File: src/rtl/id_ex_if.sv
// id_ex_if: decode-side inputs and EX-side outputs of the ID/EX stage
interface id_ex_if #(
    parameter int DATA_W  = 16,
    parameter int REG_W   = 3,
    parameter int ALUOP_W = 4,
    parameter int CNT_W   = 16
);
    logic               Hold;
    logic               Flush;
    logic               ID_Valid;
    logic [REG_W-1:0]   ID_Dst;
    logic [REG_W-1:0]   ID_Src;
    logic               ID_UsesDst;
    logic               ID_UsesSrc;
    logic [DATA_W-1:0]  ID_Data_Dst;
    logic [DATA_W-1:0]  ID_Data_Src;
    logic               ID_WB;
    logic               ID_MemRead;
    logic               ID_MemWrite;
    logic [ALUOP_W-1:0] ID_ALUOp;
    logic               EX_Valid;
    logic [REG_W-1:0]   EX_Dst;
    logic [REG_W-1:0]   EX_Src;
    logic [DATA_W-1:0]  EX_Data_Dst;
    logic [DATA_W-1:0]  EX_Data_Src;
    logic               EX_WB;
    logic               EX_MemRead;
    logic               EX_MemWrite;
    logic [ALUOP_W-1:0] EX_ALUOp;
    logic               Stall;
    logic [CNT_W-1:0]   Bubble_Count;

    modport master (
        output Hold, Flush, ID_Valid, ID_Dst, ID_Src, ID_UsesDst, ID_UsesSrc,
               ID_Data_Dst, ID_Data_Src, ID_WB, ID_MemRead, ID_MemWrite, ID_ALUOp,
        input  EX_Valid, EX_Dst, EX_Src, EX_Data_Dst, EX_Data_Src, EX_WB,
               EX_MemRead, EX_MemWrite, EX_ALUOp, Stall, Bubble_Count
    );

    modport slave (
        input  Hold, Flush, ID_Valid, ID_Dst, ID_Src, ID_UsesDst, ID_UsesSrc,
               ID_Data_Dst, ID_Data_Src, ID_WB, ID_MemRead, ID_MemWrite, ID_ALUOp,
        output EX_Valid, EX_Dst, EX_Src, EX_Data_Dst, EX_Data_Src, EX_WB,
               EX_MemRead, EX_MemWrite, EX_ALUOp, Stall, Bubble_Count
    );
endinterface

File: src/rtl/id_ex_stage.sv
// id_ex_stage: ID/EX pipeline register with load-use bubble insertion and deferred flush
module id_ex_stage #(
    parameter int DATA_W  = 16,
    parameter int REG_W   = 3,
    parameter int ALUOP_W = 4,
    parameter int CNT_W   = 16
) (
    input  logic    clk,
    input  logic    rst,
    id_ex_if.slave  bus
);
    typedef enum logic {RUN, FLUSH_PEND} state_t;

    state_t             r_state, w_state_nxt;
    logic               r_valid, r_wb, r_mem_read, r_mem_write;
    logic [REG_W-1:0]   r_dst, r_src;
    logic [DATA_W-1:0]  r_data_dst, r_data_src;
    logic [ALUOP_W-1:0] r_alu_op;
    logic [CNT_W-1:0]   r_bubble_cnt;
    logic               w_flush_eff, w_hazard, w_bubble, w_id_wb, w_id_mr, w_id_mw;

    assign w_flush_eff = bus.Flush | (r_state == FLUSH_PEND);
    assign w_hazard    = r_valid & r_mem_read & r_wb & bus.ID_Valid &
                         ((bus.ID_UsesDst & (bus.ID_Dst == r_dst)) |
                          (bus.ID_UsesSrc & (bus.ID_Src == r_dst)));
    assign w_bubble    = w_flush_eff | w_hazard;
    assign w_id_wb     = bus.ID_WB & bus.ID_Valid;
    assign w_id_mr     = bus.ID_MemRead & bus.ID_Valid;
    assign w_id_mw     = bus.ID_MemWrite & bus.ID_Valid;

    // A flush seen while held is remembered and consumed on the first unheld edge
    always_comb begin
        w_state_nxt = bus.Hold ? (bus.Flush ? FLUSH_PEND : r_state) : RUN;
    end

    always_ff @(posedge clk) begin
        if (rst)
            r_state <= RUN;
        else
            r_state <= w_state_nxt;
    end

    always_ff @(posedge clk) begin
        if (rst) begin
            r_valid      <= 1'b0;
            r_wb         <= 1'b0;
            r_mem_read   <= 1'b0;
            r_mem_write  <= 1'b0;
            r_dst        <= '0;
            r_src        <= '0;
            r_data_dst   <= '0;
            r_data_src   <= '0;
            r_alu_op     <= '0;
            r_bubble_cnt <= '0;
        end else if (!bus.Hold) begin
            r_valid     <= w_bubble ? 1'b0 : bus.ID_Valid;
            r_wb        <= w_bubble ? 1'b0 : w_id_wb;
            r_mem_read  <= w_bubble ? 1'b0 : w_id_mr;
            r_mem_write <= w_bubble ? 1'b0 : w_id_mw;
            r_dst       <= w_bubble ? '0 : bus.ID_Dst;
            r_src       <= w_bubble ? '0 : bus.ID_Src;
            r_data_dst  <= w_bubble ? '0 : bus.ID_Data_Dst;
            r_data_src  <= w_bubble ? '0 : bus.ID_Data_Src;
            r_alu_op    <= w_bubble ? '0 : bus.ID_ALUOp;
            if (w_hazard && !w_flush_eff && !(&r_bubble_cnt))
                r_bubble_cnt <= r_bubble_cnt + 1'b1;
        end
    end

    assign bus.Stall        = w_hazard & ~bus.Hold & ~w_flush_eff & ~rst;
    assign bus.EX_Valid     = r_valid;
    assign bus.EX_Dst       = r_dst;
    assign bus.EX_Src       = r_src;
    assign bus.EX_Data_Dst  = r_data_dst;
    assign bus.EX_Data_Src  = r_data_src;
    assign bus.EX_WB        = r_wb;
    assign bus.EX_MemRead   = r_mem_read;
    assign bus.EX_MemWrite  = r_mem_write;
    assign bus.EX_ALUOp     = r_alu_op;
    assign bus.Bubble_Count = r_bubble_cnt;
endmodule
File: src/flat_wrapper.sv
// flat-port wrapper written by rule: the top's interface ports become plain ports
module id_ex_stage_flat 
#(
    parameter int DATA_W  = 16,
    parameter int REG_W   = 3,
    parameter int ALUOP_W = 4,
    parameter int CNT_W   = 16
)
  (clk, rst, bus_Hold, bus_Flush, bus_ID_Valid, bus_ID_Dst, bus_ID_Src, bus_ID_UsesDst, bus_ID_UsesSrc, bus_ID_Data_Dst, bus_ID_Data_Src, bus_ID_WB, bus_ID_MemRead, bus_ID_MemWrite, bus_ID_ALUOp, bus_EX_Valid, bus_EX_Dst, bus_EX_Src, bus_EX_Data_Dst, bus_EX_Data_Src, bus_EX_WB, bus_EX_MemRead, bus_EX_MemWrite, bus_EX_ALUOp, bus_Stall, bus_Bubble_Count);
  id_ex_if #(.DATA_W(DATA_W), .REG_W(REG_W), .ALUOP_W(ALUOP_W), .CNT_W(CNT_W)) bus_i ();
  input  logic clk;
  input  logic rst;
  input wire logic [$bits(bus_i.Hold)-1:0] bus_Hold;
  input wire logic [$bits(bus_i.Flush)-1:0] bus_Flush;
  input wire logic [$bits(bus_i.ID_Valid)-1:0] bus_ID_Valid;
  input wire logic [$bits(bus_i.ID_Dst)-1:0] bus_ID_Dst;
  input wire logic [$bits(bus_i.ID_Src)-1:0] bus_ID_Src;
  input wire logic [$bits(bus_i.ID_UsesDst)-1:0] bus_ID_UsesDst;
  input wire logic [$bits(bus_i.ID_UsesSrc)-1:0] bus_ID_UsesSrc;
  input wire logic [$bits(bus_i.ID_Data_Dst)-1:0] bus_ID_Data_Dst;
  input wire logic [$bits(bus_i.ID_Data_Src)-1:0] bus_ID_Data_Src;
  input wire logic [$bits(bus_i.ID_WB)-1:0] bus_ID_WB;
  input wire logic [$bits(bus_i.ID_MemRead)-1:0] bus_ID_MemRead;
  input wire logic [$bits(bus_i.ID_MemWrite)-1:0] bus_ID_MemWrite;
  input wire logic [$bits(bus_i.ID_ALUOp)-1:0] bus_ID_ALUOp;
  output wire logic [$bits(bus_i.EX_Valid)-1:0] bus_EX_Valid;
  output wire logic [$bits(bus_i.EX_Dst)-1:0] bus_EX_Dst;
  output wire logic [$bits(bus_i.EX_Src)-1:0] bus_EX_Src;
  output wire logic [$bits(bus_i.EX_Data_Dst)-1:0] bus_EX_Data_Dst;
  output wire logic [$bits(bus_i.EX_Data_Src)-1:0] bus_EX_Data_Src;
  output wire logic [$bits(bus_i.EX_WB)-1:0] bus_EX_WB;
  output wire logic [$bits(bus_i.EX_MemRead)-1:0] bus_EX_MemRead;
  output wire logic [$bits(bus_i.EX_MemWrite)-1:0] bus_EX_MemWrite;
  output wire logic [$bits(bus_i.EX_ALUOp)-1:0] bus_EX_ALUOp;
  output wire logic [$bits(bus_i.Stall)-1:0] bus_Stall;
  output wire logic [$bits(bus_i.Bubble_Count)-1:0] bus_Bubble_Count;
  assign bus_i.Hold = bus_Hold;
  assign bus_i.Flush = bus_Flush;
  assign bus_i.ID_Valid = bus_ID_Valid;
  assign bus_i.ID_Dst = bus_ID_Dst;
  assign bus_i.ID_Src = bus_ID_Src;
  assign bus_i.ID_UsesDst = bus_ID_UsesDst;
  assign bus_i.ID_UsesSrc = bus_ID_UsesSrc;
  assign bus_i.ID_Data_Dst = bus_ID_Data_Dst;
  assign bus_i.ID_Data_Src = bus_ID_Data_Src;
  assign bus_i.ID_WB = bus_ID_WB;
  assign bus_i.ID_MemRead = bus_ID_MemRead;
  assign bus_i.ID_MemWrite = bus_ID_MemWrite;
  assign bus_i.ID_ALUOp = bus_ID_ALUOp;
  assign bus_EX_Valid = bus_i.EX_Valid;
  assign bus_EX_Dst = bus_i.EX_Dst;
  assign bus_EX_Src = bus_i.EX_Src;
  assign bus_EX_Data_Dst = bus_i.EX_Data_Dst;
  assign bus_EX_Data_Src = bus_i.EX_Data_Src;
  assign bus_EX_WB = bus_i.EX_WB;
  assign bus_EX_MemRead = bus_i.EX_MemRead;
  assign bus_EX_MemWrite = bus_i.EX_MemWrite;
  assign bus_EX_ALUOp = bus_i.EX_ALUOp;
  assign bus_Stall = bus_i.Stall;
  assign bus_Bubble_Count = bus_i.Bubble_Count;
  id_ex_stage #(.DATA_W(DATA_W), .REG_W(REG_W), .ALUOP_W(ALUOP_W), .CNT_W(CNT_W)) u_core (.clk(clk), .rst(rst), .bus(bus_i));
endmodule
File: config.mk
export PLATFORM = sky130hd
export DESIGN_NAME = id_ex_stage_flat
export DESIGN_NICKNAME = d
export VERILOG_FILES = /design/src/rtl/id_ex_if.sv /design/src/rtl/id_ex_stage.sv /design/src/flat_wrapper.sv
export SDC_FILE = /design/constraint.sdc
export NUM_CORES = 1
export LEC_CHECK = 0
export ABC_AREA = 1
export CELL_PAD_IN_SITES_DETAIL_PLACEMENT = 1
export CELL_PAD_IN_SITES_GLOBAL_PLACEMENT = 2
export CORE_MARGIN = 2
export CORE_UTILIZATION = 22
export CTS_CLUSTER_SIZE = 20
export DETAILED_ROUTE_END_ITERATION = 7
export HOLD_SLACK_MARGIN = 0.02
export PLACE_DENSITY_LB_ADDON = 0.1
export SYNTH_ARGS = -nofsm -noshare
export SYNTH_HDL_FRONTEND = slang
export SYNTH_SLANG_ARGS = --single-unit
File: constraint.sdc
create_clock -name clk -period 1.8 [get_ports clk]
set_input_delay 0.36 -clock clk [delete_from_list [all_inputs] [get_ports clk]]
set_output_delay 0.36 -clock clk [all_outputs]
set_load 0.01 [all_outputs]
==> After elaboration in Yosys (flattened, before gate mapping) <==
Cells that the tools add are included.
{ "classes": {"reduce_logical": 7, "n_mux": 9, "n_bitwise": 18, "addsub": 1, "n_eq_ne": 2} }
{ "op_table": {"columns": ["op", "count"], "rows": [
  ["16-bit two-way mux", 2],
  ["16-bit by 1-bit adder with 16-bit output, second input constant", 1],
  ["16-bit AND reduction", 1],
  ["1-bit bitwise AND", 12],
  ["3-bit == test", 2],
  ["3-bit two-way mux", 2],
  ["1-bit two-way mux", 4],
  ["4-bit two-way mux", 1],
  ["1-bit NOT", 3],
  ["1-bit bitwise OR", 3],
  ["1-bit logical AND", 2],
  ["1-bit zero test", 2],
  ["2-bit AND reduction", 1],
  ["2-bit OR reduction", 1]
]} }
{ "word_totals": {"elab_cells": 48, "in_bits": 52, "reg_bits": 63} }

==> Longest topological paths before layout <==
{ "logic_depth": {"ltp_word": 7, "mapped_depth": 12, "depth_no_buf": 11} }

==> Worst setup path after synthesis <==
OpenSTA, ideal clock, no wires.
{ "synth_timing": {"path_kind": "register -> output", "start": "register u_core.r_dst[0] (netlist: u_core.bus.EX_Dst[0])", "end": "output bus_Stall", "path_slack_ns": 0.264, "path_stages_with_launch": 10, "arrival_time_ns": 1.176, "path_cell_list": "dfxtp_1 -> inv_2 -> nand2_1 -> nand2_1 -> nor2_2 -> nand2_1 -> nand2_2 -> nand3_2 -> buf_6 -> nor2_1"} }
{ "synth_via": {"elab_chain_len": 7, "elab_cells_between_ends": 9} }
{ "synth_lines": {"columns": ["item", "line_no", "source"], "rows": [
  ["start: declaration", "id_ex_stage.sv:16", "logic [REG_W-1:0] r_dst, r_src;"],
  ["start signal: assignment", "id_ex_stage.sv:60", "r_dst <= w_bubble ? '0 : bus.ID_Dst;"],
  ["3-bit == test (on tied branches)", "id_ex_stage.sv:24, id_ex_stage.sv:25", null],
  ["1-bit bitwise AND (on tied branches)", "id_ex_stage.sv:24, id_ex_stage.sv:25", null],
  ["1-bit bitwise OR *", "id_ex_stage.sv:24", "((bus.ID_UsesDst & (bus.ID_Dst == r_dst)) |"],
  ["1-bit bitwise AND *", "id_ex_stage.sv:23", "assign w_hazard = r_valid & r_mem_read & r_wb & bus.ID_Valid &"],
  ["1-bit bitwise AND * (3 in series)", "id_ex_stage.sv:70", "assign bus.Stall = w_hazard & ~bus.Hold & ~w_flush_eff & ~rst;"],
  ["end: declaration", "flat_wrapper.sv:35", "output wire logic [$bits(bus_i.Stall)-1:0] bus_Stall;"]
]} }
Every way passes the cells marked *; elsewhere a longest branch is shown, timed or not.

==> Worst setup path in the final report <==
{ "layout_timing": {"start": "input bus_ID_UsesSrc", "end": "output bus_Stall"} }
{ "layout_via": {"elab_chain_len": 6} }
{ "layout_lines": {"columns": ["item", "line_no", "source"], "rows": [
  ["start: declaration", "flat_wrapper.sv:19", "input wire logic [$bits(bus_i.ID_UsesSrc)-1:0] bus_ID_UsesSrc;"],
  ["1-bit bitwise AND", "id_ex_stage.sv:25", "(bus.ID_UsesSrc & (bus.ID_Src == r_dst)));"],
  ["1-bit bitwise OR", "id_ex_stage.sv:24", null],
  ["1-bit bitwise AND", "id_ex_stage.sv:23", null],
  ["1-bit bitwise AND (3 in series)", "id_ex_stage.sv:70", null]
]} }
No other way between the ends.

==> reports/results.tsv <==
stage	metric	value	unit
setup_path	Critical Path AT	1.46	ns
hold_path	worst hold path type	input pin to flop	
logic_synthesis	top-count cell post-synth	nand2_1	
floorplanning	die area	0.0134	mm^2
setup_path	worst r2r dst	u_core.bus.Bubble_Count[3]	
floorplanning	Core ar.	0.0121	mm^2
logic_synthesis	leading register cell type out of synthesis	dfxtp_1	
drt	drt drc	0	
outcome	status	complete, but fails checks	
floorplanning	die height	116	um
clocking	total CTS buffers	9	
logic_synthesis	Yosys cell types	24	
logic_synthesis	Area contributors post-synth	dfxtp_1, nand2_1, o21ai_0	
logic_synthesis	synthesized area	0.00274	mm^2
power	total power	3480	uW
final_layout	Non-Filler Instances	705	
setup_path	crit path from	bus_ID_UsesSrc	
setup_path	Worst path depth	8	
logic_synthesis	Yosys reg bits	63	
logic_synthesis	post-synth top area share	46.0	%
sta	worst slew margin relative to its limit	77.2	%
clocking	Clock Tree Buf Depth	2	
sta	Fin Clk Skew	0.00579	ns
setup_path	RR Startpoint	u_core.bus.EX_Dst[2]	
setup_path	CP Class	input pin to output port	
clocking	clock-pin slew on the worst setup and hold paths	0.05	ns
setup_path	CP Capture Type	output port	
final_layout	area added between synthesis and finish	63.2	%
setup_path	crit-path cells	clkdlybuf4s50_1 > nand2_1 > nor2_1 > nand2_1 > nand2_2 > nand3_2 > nor2_1 > buf_2	
floorplanning	Initial Util	22.6	%
drt	vias per cell	4.10	
setup_path	crit path to	bus_Stall	
logic_synthesis	most frequent cells after synthesis	nand2_1, dfxtp_1, nor2_1, o21ai_0, inv_1	
final_layout	fin nets	585	
global_routing	initial antenna violation count	0	
drt	final WL	9.04	mm
logic_synthesis	Ys Warns	0	
clocking	CTS Root Buffer Type	clkbuf_16	
final_layout	Fillers	1526	
clocking	CTS H-Tree Depth	3	
power	Pwr Density	778	mW/mm^2
floorplanning	Die X	116	um
global_routing	vias in the first global route	3014	
floorplanning	Top Ports	115	
global_routing	largest net degree at the start of global routing	43	
logic_synthesis	syn_area_per_cell	6.82	um^2
setup_path	Slowest-stage cell, CP	clkdlybuf4s50_1	
sta	hold slack	0.411	ns
placement	GPL Wtd Cong	0.724	
final_layout	Multi-input gate area	0.00129	mm^2
logic_synthesis	Syn Nets	455	
global_routing	total gr overflow	0	
sta	Setup TNS	-0.0186	ns
drt	via count	2891	
logic_synthesis	asr flop ratio synth	0	%
run	Max Cap Viol	0	
setup_path	CP max FO	2	
final_layout	antenna cell count	0	
drt	DRT iter0 DRCs	111	
clocking	# hold bufs at CTS	0	
clocking	CTS tree	yes	
outcome	failing checks	negative setup slack	
sta	fmax	550	MHz
drt	Final ANT Viol Nets	0	
logic_synthesis	Syn Inst Count	402	
setup_path	Worst EP required	1.44	ns
final_layout	share of layout cells above drive strength 1	12.7	%
logic_synthesis	cell taking the most area after synthesis	dfxtp_1	
setup_path	CP bufs+invs	2	
setup_path	cell count of the worst reg-to-reg path	13	
setup_path	slowest stage delay, CP	0.46	ns
placement	placed cell count	687	
sta	fin worst setup slack	-0.0186	ns
power	Lkg Pwr	0.00178	uW
sta	final hold vios	0	
power	maximum VDD drop	0.482	mV
drt	Avg WL per Cell	12.8	um
setup_path	FF-to-FF setup slack	0.20	ns
final_layout	Reg area	0.00127	mm^2
global_routing	GRT Total Usage	14.7	%
sta	Setup-failing EPs final	1	
placement	I/O Buffers	114	
logic_synthesis	Seq/Total Area, Yosys	46.0	%
drt	Pre-antenna DRT Iters	4	
clocking	clk sinks	63	
setup_path	Worst path top cell family by delay	buffers and inverters	
sta	max-slew violation count	0	
sta	Final min period	1.82	ns
sta	worst-margin pin slew	0.343	ns
logic_synthesis	number of flops mapped to enable cells by yosys	0	
placement	HPWL after DPL	6.52	mm
floorplanning	row count	40	
sta	RSZ-0062 raised after global routing	true	
setup_path	startpoint types	input pin	
sta	crit share post-route	101	%
clocking	worst skew pair latency	0.34	ns
global_routing	first-pass GRT wire length	15.0	mm
==> flip-flops by register name, indices dropped and copies added (netlist names) <==
signal / flops
u_core.r_state: 1
u_core.bus.Bubble_Count: 16
u_core.bus.EX_Src: 3
u_core.bus.EX_WB: 1
u_core.bus.EX_Data_Src: 16
u_core.bus.EX_Dst: 3
u_core.bus.EX_ALUOp: 4
u_core.bus.EX_MemWrite: 1
u_core.bus.EX_Data_Dst: 16
u_core.bus.EX_MemRead: 1
u_core.bus.EX_Valid: 1
==> stage by stage <==
step | util, % | setup slack [ns] | area [um^2]
6_report | 37.0 | -0.0186 | 4480
4_1_cts | 36.9 | -0.0666 | 4470
3_3_place_gp | 34.5 | -0.598 | 4170
2_1_floorplan | - | 0.264 | 2740
5_1_grt | 37.0 | -0.133 | 4480
3_5_place_dp | 34.5 | -0.612 | 4170
==> cells by family after synthesis <==
group,after synthesis,share of synthesized area [%]
xor+xnor,2,0.639
buf+inv,43,7.07
simple gates,250,38.0
flops,63,46.0
fa+ha+maj,1,0.456
compound gates,43,7.85
==> cell usage in the layout, fill, tap and decap left out, drive strengths merged, types with 4 or more instances in the layout <==
| cell type | count |
|---|---|
| inv | 26 |
| o21ai | 43 |
| nand3 | 16 |
| clkbuf | 10 |
| clkdlybuf4s50 | 107 |
| dfxtp | 63 |
| buf | 23 |
| nand2 | 162 |
| dlygate4sd2 | 6 |
| nor2 | 64 |
| nand4 | 4 |
==> final cells by class <==
| class | count | area share (%) |
|---|---|---|
| repair buffers | 136 | 29.5 |
| multi-input cells | 296 | 28.9 |
| flip-flops and latches | 63 | 28.3 |
| clock buffers | 10 | 5.34 |
| well taps | 168 | 4.70 |
| inverters | 26 | 2.18 |
| clock inverters | 6 | 1.01 |
==> layer usage <==
| metal | global-route usage [%] | part of all wire, % |
|---|---|---|
| met5 | 0 | 0 |
| met3 | 8.16 | 8.5 |
| met1 | 16.2 | 41 |
| met4 | 4.52 | 1.2 |
| met2 | 24.4 | 49 |
==> worst register-to-register path: cells and delay by family, from the launching register on <==
family / cells / cell delay (ns)
and+or+nand+nor: 10 / 0.72
buffers and inverters: 3 / 0.45
DFF: 1 / 0.33
==> power by group <==
part	internal (uW)	leakage (uW)	switching, uW
Clock	972	0.000131	681
Sequential	1430	0.000513	23.2
Combinational	214	0.00114	158
==> worst min-delay path by stage <==
| stage | startpoint | end | slack (ns) | cells past startpoint |
|---|---|---|---|---|
| 5_1_grt | bus_ID_Dst[0] | u_core.bus.EX_Dst[0] | 0.44 | 3 |
| 3_5_place_dp | u_core.bus.EX_Data_Dst[11] | u_core.bus.EX_Data_Dst[11] | 0.45 | 2 |
| 6_report | bus_ID_Dst[0] | u_core.bus.EX_Dst[0] | 0.41 | 3 |
| 2_1_floorplan | rst | u_core.bus.Bubble_Count[13] | 0.43 | 1 |
| 4_1_cts | bus_ID_Dst[0] | u_core.bus.EX_Dst[0] | 0.41 | 3 |
| 3_3_place_gp | u_core.bus.EX_Data_Src[12] | u_core.bus.EX_Data_Src[12] | 0.44 | 2 |
==> timing repair <==
item / CTS / global route
gates resized for setup: 17 / 2
hold endpoints to repair: 0 / 0
setup buffers: 2 / 0
setup endpoints to repair: 2 / 2
pin swaps: 8 / 3
Power figures use the tool's default switching activity.
